==> src/rtl/pe_pkg.sv <==
// Shared definitions for the output-stationary MAC tile.
//   pe_state_e : tile sequencing states
//   acc_width  : default accumulator width for a given operand width
package pe_pkg;

  typedef enum logic [1:0] {
    ST_IDLE  = 2'd0,
    ST_LOAD  = 2'd1,
    ST_FLUSH = 2'd2,
    ST_DRAIN = 2'd3
  } pe_state_e;

  // Full-width product plus four guard bits of accumulation headroom.
  function automatic int acc_width(input int width);
    return 2 * width + 4;
  endfunction

endpackage

==> src/rtl/pe_mac.sv <==
// Single output-stationary MAC cell.
// Ports:
//   clk, rst            : clock, async active-high reset
//   adv                 : array advance strobe (shift operands, allow MAC)
//   clr                 : first beat of a fresh tile, restart the accumulator
//   a_in/a_vld_in       : operand from the left neighbour (or row skew line)
//   b_in/b_vld_in       : operand from the upper neighbour (or column skew line)
//   a_out/a_vld_out     : registered pass-through to the right neighbour
//   b_out/b_vld_out     : registered pass-through to the lower neighbour
//   acc                 : accumulated result C[i][j]
module pe_mac
  import pe_pkg::*;
#(
  parameter int WIDTH  = 4,
  parameter int ACC_W  = acc_width(4),
  parameter int SIGNED = 0
) (
  input  logic             clk,
  input  logic             rst,
  input  logic             adv,
  input  logic             clr,
  input  logic [WIDTH-1:0] a_in,
  input  logic             a_vld_in,
  input  logic [WIDTH-1:0] b_in,
  input  logic             b_vld_in,
  output logic [WIDTH-1:0] a_out,
  output logic             a_vld_out,
  output logic [WIDTH-1:0] b_out,
  output logic             b_vld_out,
  output logic [ACC_W-1:0] acc
);

  logic [ACC_W-1:0] prod_ext;
  logic             mac_en;

  if (SIGNED != 0) begin : g_signed
    logic signed [2*WIDTH-1:0] prod_s;
    assign prod_s   = $signed({{WIDTH{a_in[WIDTH-1]}}, a_in}) *
                      $signed({{WIDTH{b_in[WIDTH-1]}}, b_in});
    assign prod_ext = ACC_W'(prod_s);
  end else begin : g_unsigned
    logic [2*WIDTH-1:0] prod_u;
    assign prod_u   = {{WIDTH{1'b0}}, a_in} * {{WIDTH{1'b0}}, b_in};
    assign prod_ext = ACC_W'(prod_u);
  end

  assign mac_en = adv && a_vld_in && b_vld_in;

  always_ff @(posedge clk or posedge rst) begin
    if (rst) begin
      a_out     <= '0;
      a_vld_out <= 1'b0;
      b_out     <= '0;
      b_vld_out <= 1'b0;
      acc       <= '0;
    end else begin
      if (adv) begin
        a_out     <= a_in;
        a_vld_out <= a_vld_in;
        b_out     <= b_in;
        b_vld_out <= b_vld_in;
      end
      // Clearing and the first product land on the same edge, so cell (0,0)
      // does not lose beat 0 of a fresh tile.
      if (clr)         acc <= mac_en ? prod_ext : '0;
      else if (mac_en) acc <= acc + prod_ext;
    end
  end

endmodule

==> src/rtl/pe_mat_tile.sv <==
// N x N output-stationary matrix-multiply tile: C = sum_k A[:,k] x B[k,:].
// Ports:
//   clk, rst                      : clock, async active-high reset
//   in_valid/in_ready             : operand beat handshake
//   in_a, in_b                    : column k of A, row k of B
//   in_last, in_acc               : final beat marker, keep-accumulators on first beat
//   out_valid/out_ready           : result row handshake
//   out_row, out_idx, out_last    : row C[r][*], r, r == N-1
//   busy                          : not idle
//
// state    | meaning
// ---------+----------------------------------------------------
// ST_IDLE  | waiting for the first beat of a tile
// ST_LOAD  | accepting beats, array advancing every cycle
// ST_FLUSH | no more beats, pushing bubbles until all cells done
// ST_DRAIN | presenting result rows 0..N-1
module pe_mat_tile
  import pe_pkg::*;
#(
  parameter int N      = 2,
  parameter int WIDTH  = 4,
  parameter int ACC_W  = acc_width(WIDTH),
  parameter int SIGNED = 0
) (
  input  logic                   clk,
  input  logic                   rst,
  input  logic                   in_valid,
  output logic                   in_ready,
  input  logic [N*WIDTH-1:0]     in_a,
  input  logic [N*WIDTH-1:0]     in_b,
  input  logic                   in_last,
  input  logic                   in_acc,
  output logic                   out_valid,
  input  logic                   out_ready,
  output logic [N*ACC_W-1:0]     out_row,
  output logic [$clog2(N)-1:0]   out_idx,
  output logic                   out_last,
  output logic                   busy
);

  localparam int              RW        = $clog2(N);
  localparam int              FW        = $clog2(2 * N);
  localparam logic [FW-1:0]   FLUSH_END = FW'(2 * N - 1);
  localparam logic [RW-1:0]   ROW_END   = RW'(N - 1);

  pe_state_e       state, state_nxt;
  logic            accept, adv, clr, row_hs;
  logic [FW-1:0]   flush_cnt;
  logic [RW-1:0]   row_cnt;

  logic [WIDTH-1:0] a_row [N];
  logic             av_row [N];
  logic [WIDTH-1:0] b_col [N];
  logic             bv_col [N];

  logic [WIDTH-1:0] a_lnk  [N][N];
  logic             av_lnk [N][N];
  logic [WIDTH-1:0] b_lnk  [N][N];
  logic             bv_lnk [N][N];
  logic [ACC_W-1:0] acc_arr [N][N];

  assign in_ready  = (state == ST_IDLE) || (state == ST_LOAD);
  assign accept    = in_valid && in_ready;
  assign adv       = accept || (state == ST_LOAD) || (state == ST_FLUSH);
  assign clr       = accept && (state == ST_IDLE) && !in_acc;
  assign out_valid = (state == ST_DRAIN);
  assign row_hs    = out_valid && out_ready;
  assign out_idx   = row_cnt;
  assign out_last  = out_valid && (row_cnt == ROW_END);
  assign busy      = (state != ST_IDLE);

  always_comb begin
    state_nxt = state;
    case (state)
      ST_IDLE:  if (accept) state_nxt = in_last ? ST_FLUSH : ST_LOAD;
      ST_LOAD:  if (accept && in_last) state_nxt = ST_FLUSH;
      ST_FLUSH: if (flush_cnt == FLUSH_END) state_nxt = ST_DRAIN;
      ST_DRAIN: if (row_hs && out_last) state_nxt = ST_IDLE;
      default:  state_nxt = ST_IDLE;
    endcase
  end

  always_ff @(posedge clk or posedge rst) begin
    if (rst) begin
      state     <= ST_IDLE;
      flush_cnt <= '0;
      row_cnt   <= '0;
    end else begin
      state <= state_nxt;
      if (state == ST_FLUSH) flush_cnt <= (flush_cnt == FLUSH_END) ? '0 : flush_cnt + FW'(1);
      else                   flush_cnt <= '0;
      if (row_hs)            row_cnt   <= out_last ? '0 : row_cnt + RW'(1);
    end
  end

  // Row i of A and column i of B are delayed by i stages so that beat k
  // reaches cell (i,j) on cycle k+i+j from both directions.
  for (genvar gi = 0; gi < N; gi++) begin : g_skew
    logic [WIDTH-1:0] a_inj, b_inj;
    assign a_inj = in_a[gi*WIDTH +: WIDTH];
    assign b_inj = in_b[gi*WIDTH +: WIDTH];
    if (gi == 0) begin : g_direct
      assign a_row[0]  = a_inj;
      assign av_row[0] = accept;
      assign b_col[0]  = b_inj;
      assign bv_col[0] = accept;
    end else begin : g_delay
      logic [WIDTH-1:0] a_sk  [gi];
      logic             av_sk [gi];
      logic [WIDTH-1:0] b_sk  [gi];
      logic             bv_sk [gi];
      always_ff @(posedge clk or posedge rst) begin
        if (rst) begin
          for (int s = 0; s < gi; s++) begin
            a_sk[s]  <= '0;
            av_sk[s] <= 1'b0;
            b_sk[s]  <= '0;
            bv_sk[s] <= 1'b0;
          end
        end else if (adv) begin
          a_sk[0]  <= a_inj;
          av_sk[0] <= accept;
          b_sk[0]  <= b_inj;
          bv_sk[0] <= accept;
          for (int s = 1; s < gi; s++) begin
            a_sk[s]  <= a_sk[s-1];
            av_sk[s] <= av_sk[s-1];
            b_sk[s]  <= b_sk[s-1];
            bv_sk[s] <= bv_sk[s-1];
          end
        end
      end
      assign a_row[gi]  = a_sk[gi-1];
      assign av_row[gi] = av_sk[gi-1];
      assign b_col[gi]  = b_sk[gi-1];
      assign bv_col[gi] = bv_sk[gi-1];
    end
  end

  for (genvar gi = 0; gi < N; gi++) begin : g_row
    for (genvar gj = 0; gj < N; gj++) begin : g_col
      logic [WIDTH-1:0] a_i, b_i;
      logic             av_i, bv_i;
      if (gj == 0) begin : g_a_edge
        assign a_i  = a_row[gi];
        assign av_i = av_row[gi];
      end else begin : g_a_chain
        assign a_i  = a_lnk[gi][gj-1];
        assign av_i = av_lnk[gi][gj-1];
      end
      if (gi == 0) begin : g_b_edge
        assign b_i  = b_col[gj];
        assign bv_i = bv_col[gj];
      end else begin : g_b_chain
        assign b_i  = b_lnk[gi-1][gj];
        assign bv_i = bv_lnk[gi-1][gj];
      end
      pe_mac #(
        .WIDTH  (WIDTH),
        .ACC_W  (ACC_W),
        .SIGNED (SIGNED)
      ) u_mac (
        .clk       (clk),
        .rst       (rst),
        .adv       (adv),
        .clr       (clr),
        .a_in      (a_i),
        .a_vld_in  (av_i),
        .b_in      (b_i),
        .b_vld_in  (bv_i),
        .a_out     (a_lnk[gi][gj]),
        .a_vld_out (av_lnk[gi][gj]),
        .b_out     (b_lnk[gi][gj]),
        .b_vld_out (bv_lnk[gi][gj]),
        .acc       (acc_arr[gi][gj])
      );
    end
  end

  // Pass-through outputs of the last column and last row feed nothing.
  logic unused_edge;
  always_comb begin
    unused_edge = 1'b0;
    for (int i = 0; i < N; i++) begin
      unused_edge = unused_edge ^ (^a_lnk[i][N-1]) ^ av_lnk[i][N-1] ^
                    (^b_lnk[N-1][i]) ^ bv_lnk[N-1][i];
    end
  end

  // Accumulators are frozen in DRAIN, so the selected row is stable while stalled.
  always_comb begin
    out_row = '0;
    if (out_valid) begin
      for (int j = 0; j < N; j++) out_row[j*ACC_W +: ACC_W] = acc_arr[row_cnt][j];
    end
  end

endmodule
==> config.mk <==
export PLATFORM = sky130hd
export DESIGN_NAME = pe_mat_tile
export DESIGN_NICKNAME = d
export VERILOG_FILES = /design/src/rtl/pe_pkg.sv /design/src/rtl/pe_mac.sv /design/src/rtl/pe_mat_tile.sv
export SDC_FILE = /design/constraint.sdc
export NUM_CORES = 1
export LEC_CHECK = 0
export CAP_MARGIN = 0
export CORE_ASPECT_RATIO = 1.25
export CORE_MARGIN = 2
export CORE_UTILIZATION = 52
export DETAILED_ROUTE_END_ITERATION = 6
export PLACE_DENSITY = 0.74
export SYNTH_ARGS = -nofsm -noshare
export SYNTH_HDL_FRONTEND = slang
export SYNTH_SLANG_ARGS = --single-unit
==> constraint.sdc <==
create_clock -name clk -period 5.9 [get_ports clk]
set_clock_uncertainty 0.15 [all_clocks]
set_input_delay 1.18 -clock clk [delete_from_list [all_inputs] [get_ports clk]]
set_output_delay 1.18 -clock clk [all_outputs]
set_load 0.005 [all_outputs]
==> flow_summary.ini <==
[timing]
rsz0062_at_grt = no
setup_viol = 0
hold_viol_final = 0
finalSetupTns_ns = 0
max_slew_margin = 0.347
timing.hold.ws_ns = 0.287
period_share = 0.898
fmax_mhz = 189
min_period_ns = 5.30
maxSlewViolCount = 0
max_slew.worst_pin.slew_ns = 0.977

[logic_synthesis]
synth_area_um2 = 6960
synth_cell_types = 50
ys_seq_area_frac = 0.284
ys_warn_count = 0
ys_async_sr_fraction = 1.00
synthCells = 736
syn-mean-instance-area_um2 = 9.46
synthFlopType = dfrtp_1
synth_edf_count = 0
synth_fp_nets = 870
synth-seq-cells = 79

[worst_setup_path]
start_kind = input port
critPathTopFamily = adder cells
critPathBufInv = 4
crit_type = in2reg
crit_fanout = 5
crit_required_ns = 5.95
r2r_setup_slack_ns = 1.46
worstPathCellList = clkdlybuf4s50_1 -> nand2_1 -> fa_1 -> inv_1 -> fa_1 -> inv_1 -> fa_1 -> inv_1 -> a21o_1 -> a21oi_1 -> xnor2_1 -> ha_1 -> a21oi_1 -> o21ai_0 -> o21a_1 -> o211ai_1 -> xor2_1 -> nor2_1
max_stage_delay_ns = 0.55
cp-end-kind = flop
cpMaxStageDelayCell = fa_1
crit_arrival_ns = 5.35

[cells_and_area]
regArea_um2 = 1980
stdcell_count = 952
utilization = 0.595
finalNetCount = 912
drive_above_1_share = 0.0640
multi_input_area_um2 = 4660
diodes = 0
area_growth_pct = 12.5
fillers = 1132

[global_routing]
grt_max_degree = 49
grt_pass1_vias = 5679
grt-ovfl-total = 0
grt_use_total = 0.231
antenna_found_initial = 0
grt_pass1_wl_mm = 26.5

[clock_tree]
htreeDepth = 3
clock_latency_ns = 0.34
clock-sinks = 79
cts_root_buf = clkbuf_16
hold_buffers = 0
clk_pin_slew_ns = 0.05
cts.repair.resized = 0
cts_tree = done
cts_setup_buffers = 0
clk_path_buf_depth = 2
cts-buffers-inserted = 9

[detailed_routing]
drc_errors = 0
wl_mm = 15.6
viasPerCell = 5.66
routedWlPerCell_um = 16.4
vias = 5387
drt_iter0_drc = 218
ant_nets = 0
firstDrtPassIters = 4

[place]
dp.final_hpwl_mm = 12.1
dp.cells = 938
gp_congestion = 0.930
port_buffers = 50

[status]
status = completed

[floorplan]
coreArea_um2 = 13200
die_w_um = 107
io-pin-count = 51
dieArea_um2 = 14300
fp-row-count = 47
start_util = 0.528
die_h_um = 133

[job]
cap_viol_max_count = 0

[worst_hold_path]
hp-class = reg2reg
[registers in the layout, summed over array words and instances, names as in the netlist]
register and flops:
g_row.g_col.u_mac.a_out 8, state 2, out_idx 1, g_row.g_col.u_mac.b_vld_out 1
g_row.g_col.b_i 4, g_row.g_col.u_mac.a_vld_out 1, flush_cnt 2, g_row.g_col.u_mac.b_out 8
g_row.g_col.u_mac.acc 48, g_row.g_col.a_i 4
[worst paths after layout]
check / depth (start not counted) / endpoint / from
max: 18 / g_row[0].g_col[0].u_mac.acc[11]$_DFFE_PP0P_ / in_b[3]
max in group asynchronous: 3 / g_row[1].g_col[0].u_mac.acc[9]$_DFFE_PP0P_ / rst
min in group asynchronous: 2 / g_row[1].g_col[0].a_i[0]$_DFFE_PP0N_ / rst
max reg2reg: 17 / g_row[1].g_col[0].u_mac.acc[9]$_DFFE_PP0P_ / g_row[1].g_col[0].a_i[0]$_DFFE_PP0N_
min reg2reg: 1 / flush_cnt[0]$_DFF_PP0_ / flush_cnt[0]$_DFF_PP0_
min: 1 / flush_cnt[0]$_DFF_PP0_ / flush_cnt[0]$_DFF_PP0_
[cell families (layout without fill, tap and decap cells)]
kind of cell,after synthesis,after routing,synth area share
buffers and inverters,71,116,0.0473
XOR/XNOR,54,54,0.0679
AND/OR/NAND/NOR,205,205,0.152
multiplexers,56,56,0.0848
AO/OA/AOI/OAI,159,159,0.141
adder cells (fa/ha/maj),112,112,0.223
flip-flops,79,79,0.284
[worst register-to-register path: stages, from the launching register on]
cell	delay [ns]
dfrtp_1	0.48
nand2_1	0.14
fa_1	0.57
inv_1	0.07
fa_1	0.56
inv_1	0.07
fa_1	0.46
inv_1	0.07
a21o_1	0.11
a21oi_1	0.07
xnor2_1	0.18
ha_1	0.38
nand2_1	0.10
a211oi_1	0.34
o21a_1	0.25
o211ai_1	0.11
xor2_1	0.17
nor2_1	0.05
[layout by cell type (no fill, tap or decap), types with 5 or more instances in the layout]
master and count:
mux2i_1 32, dfrtp_1 79, o21bai_1 9, and2_1 57, mux2_2 24, a22o_1 7, clkdlybuf4s50_1 50, inv_1 47
xnor2_1 44, a21oi_1 59, fa_1 20, nand3_1 12, o211ai_1 7, a211oi_1 5, nor2b_1 25, a21o_1 9
o21ai_0 33, ha_1 92, nand2_1 55, xor2_1 10, clkbuf_16 9, nor2_1 38
[final cells by class]
class / instances / share of cell area
Multi-Input combinational cell: 586 / 0.595
Sequential cell: 79 / 0.252
Timing Repair Buffer: 54 / 0.0677
Clock buffer: 13 / 0.0332
Tap cell: 171 / 0.0273
Inverter: 48 / 0.0232
Clock inverter: 1 / 0.000639
[stage by stage]
| step | area [µm²] | setup WS, ns |
|---|---|---|
| finish | 7830 | 0.602 |
| CTS | 7830 | 0.631 |
| global route | 7830 | 0.379 |
| floorplan | 6960 | 1.21 |
| detailed placement | 7570 | 0.254 |
| global placement | 7570 | 0.425 |
[synth_stat cells, types with 4 or more instances]
cell / number / share of area
a21oi_1: 59 / 0.042
xnor2_1: 44 / 0.055
a22o_1: 7 / 0.0088
o21ai_0: 33 / 0.024
buf_2: 11 / 0.0079
o21ai_1: 4 / 0.0029
a31oi_1: 4 / 0.0036
fa_1: 20 / 0.058
nand2_1: 55 / 0.030
nor2_1: 38 / 0.020
or3_1: 4 / 0.0036
o21bai_1: 9 / 0.0097
xor2_1: 10 / 0.013
a211oi_1: 5 / 0.0054
o211ai_1: 7 / 0.0075
dfrtp_1: 79 / 0.28
nand3_1: 12 / 0.0086
inv_1: 48 / 0.026
ha_1: 92 / 0.17
mux2_2: 24 / 0.039
mux2i_1: 32 / 0.046
nor2b_1: 25 / 0.022
clkbuf_1: 5 / 0.0027
a21o_1: 9 / 0.0097
buf_6: 6 / 0.0097
and2_1: 57 / 0.051
[routing by layer]
layer	vias up	GRT usage	part of all wire
met2	105	0.435	0.54
met1	2636	0.264	0.40
met3	27	0.0264	0.031
met5	-	0	0
met4	0	0.0862	0.027
li1	2619	-	-
Power is left out: the tool's default activity adds up to more than one toggle a clock period on the data nets, which glitch-free logic cannot reach.
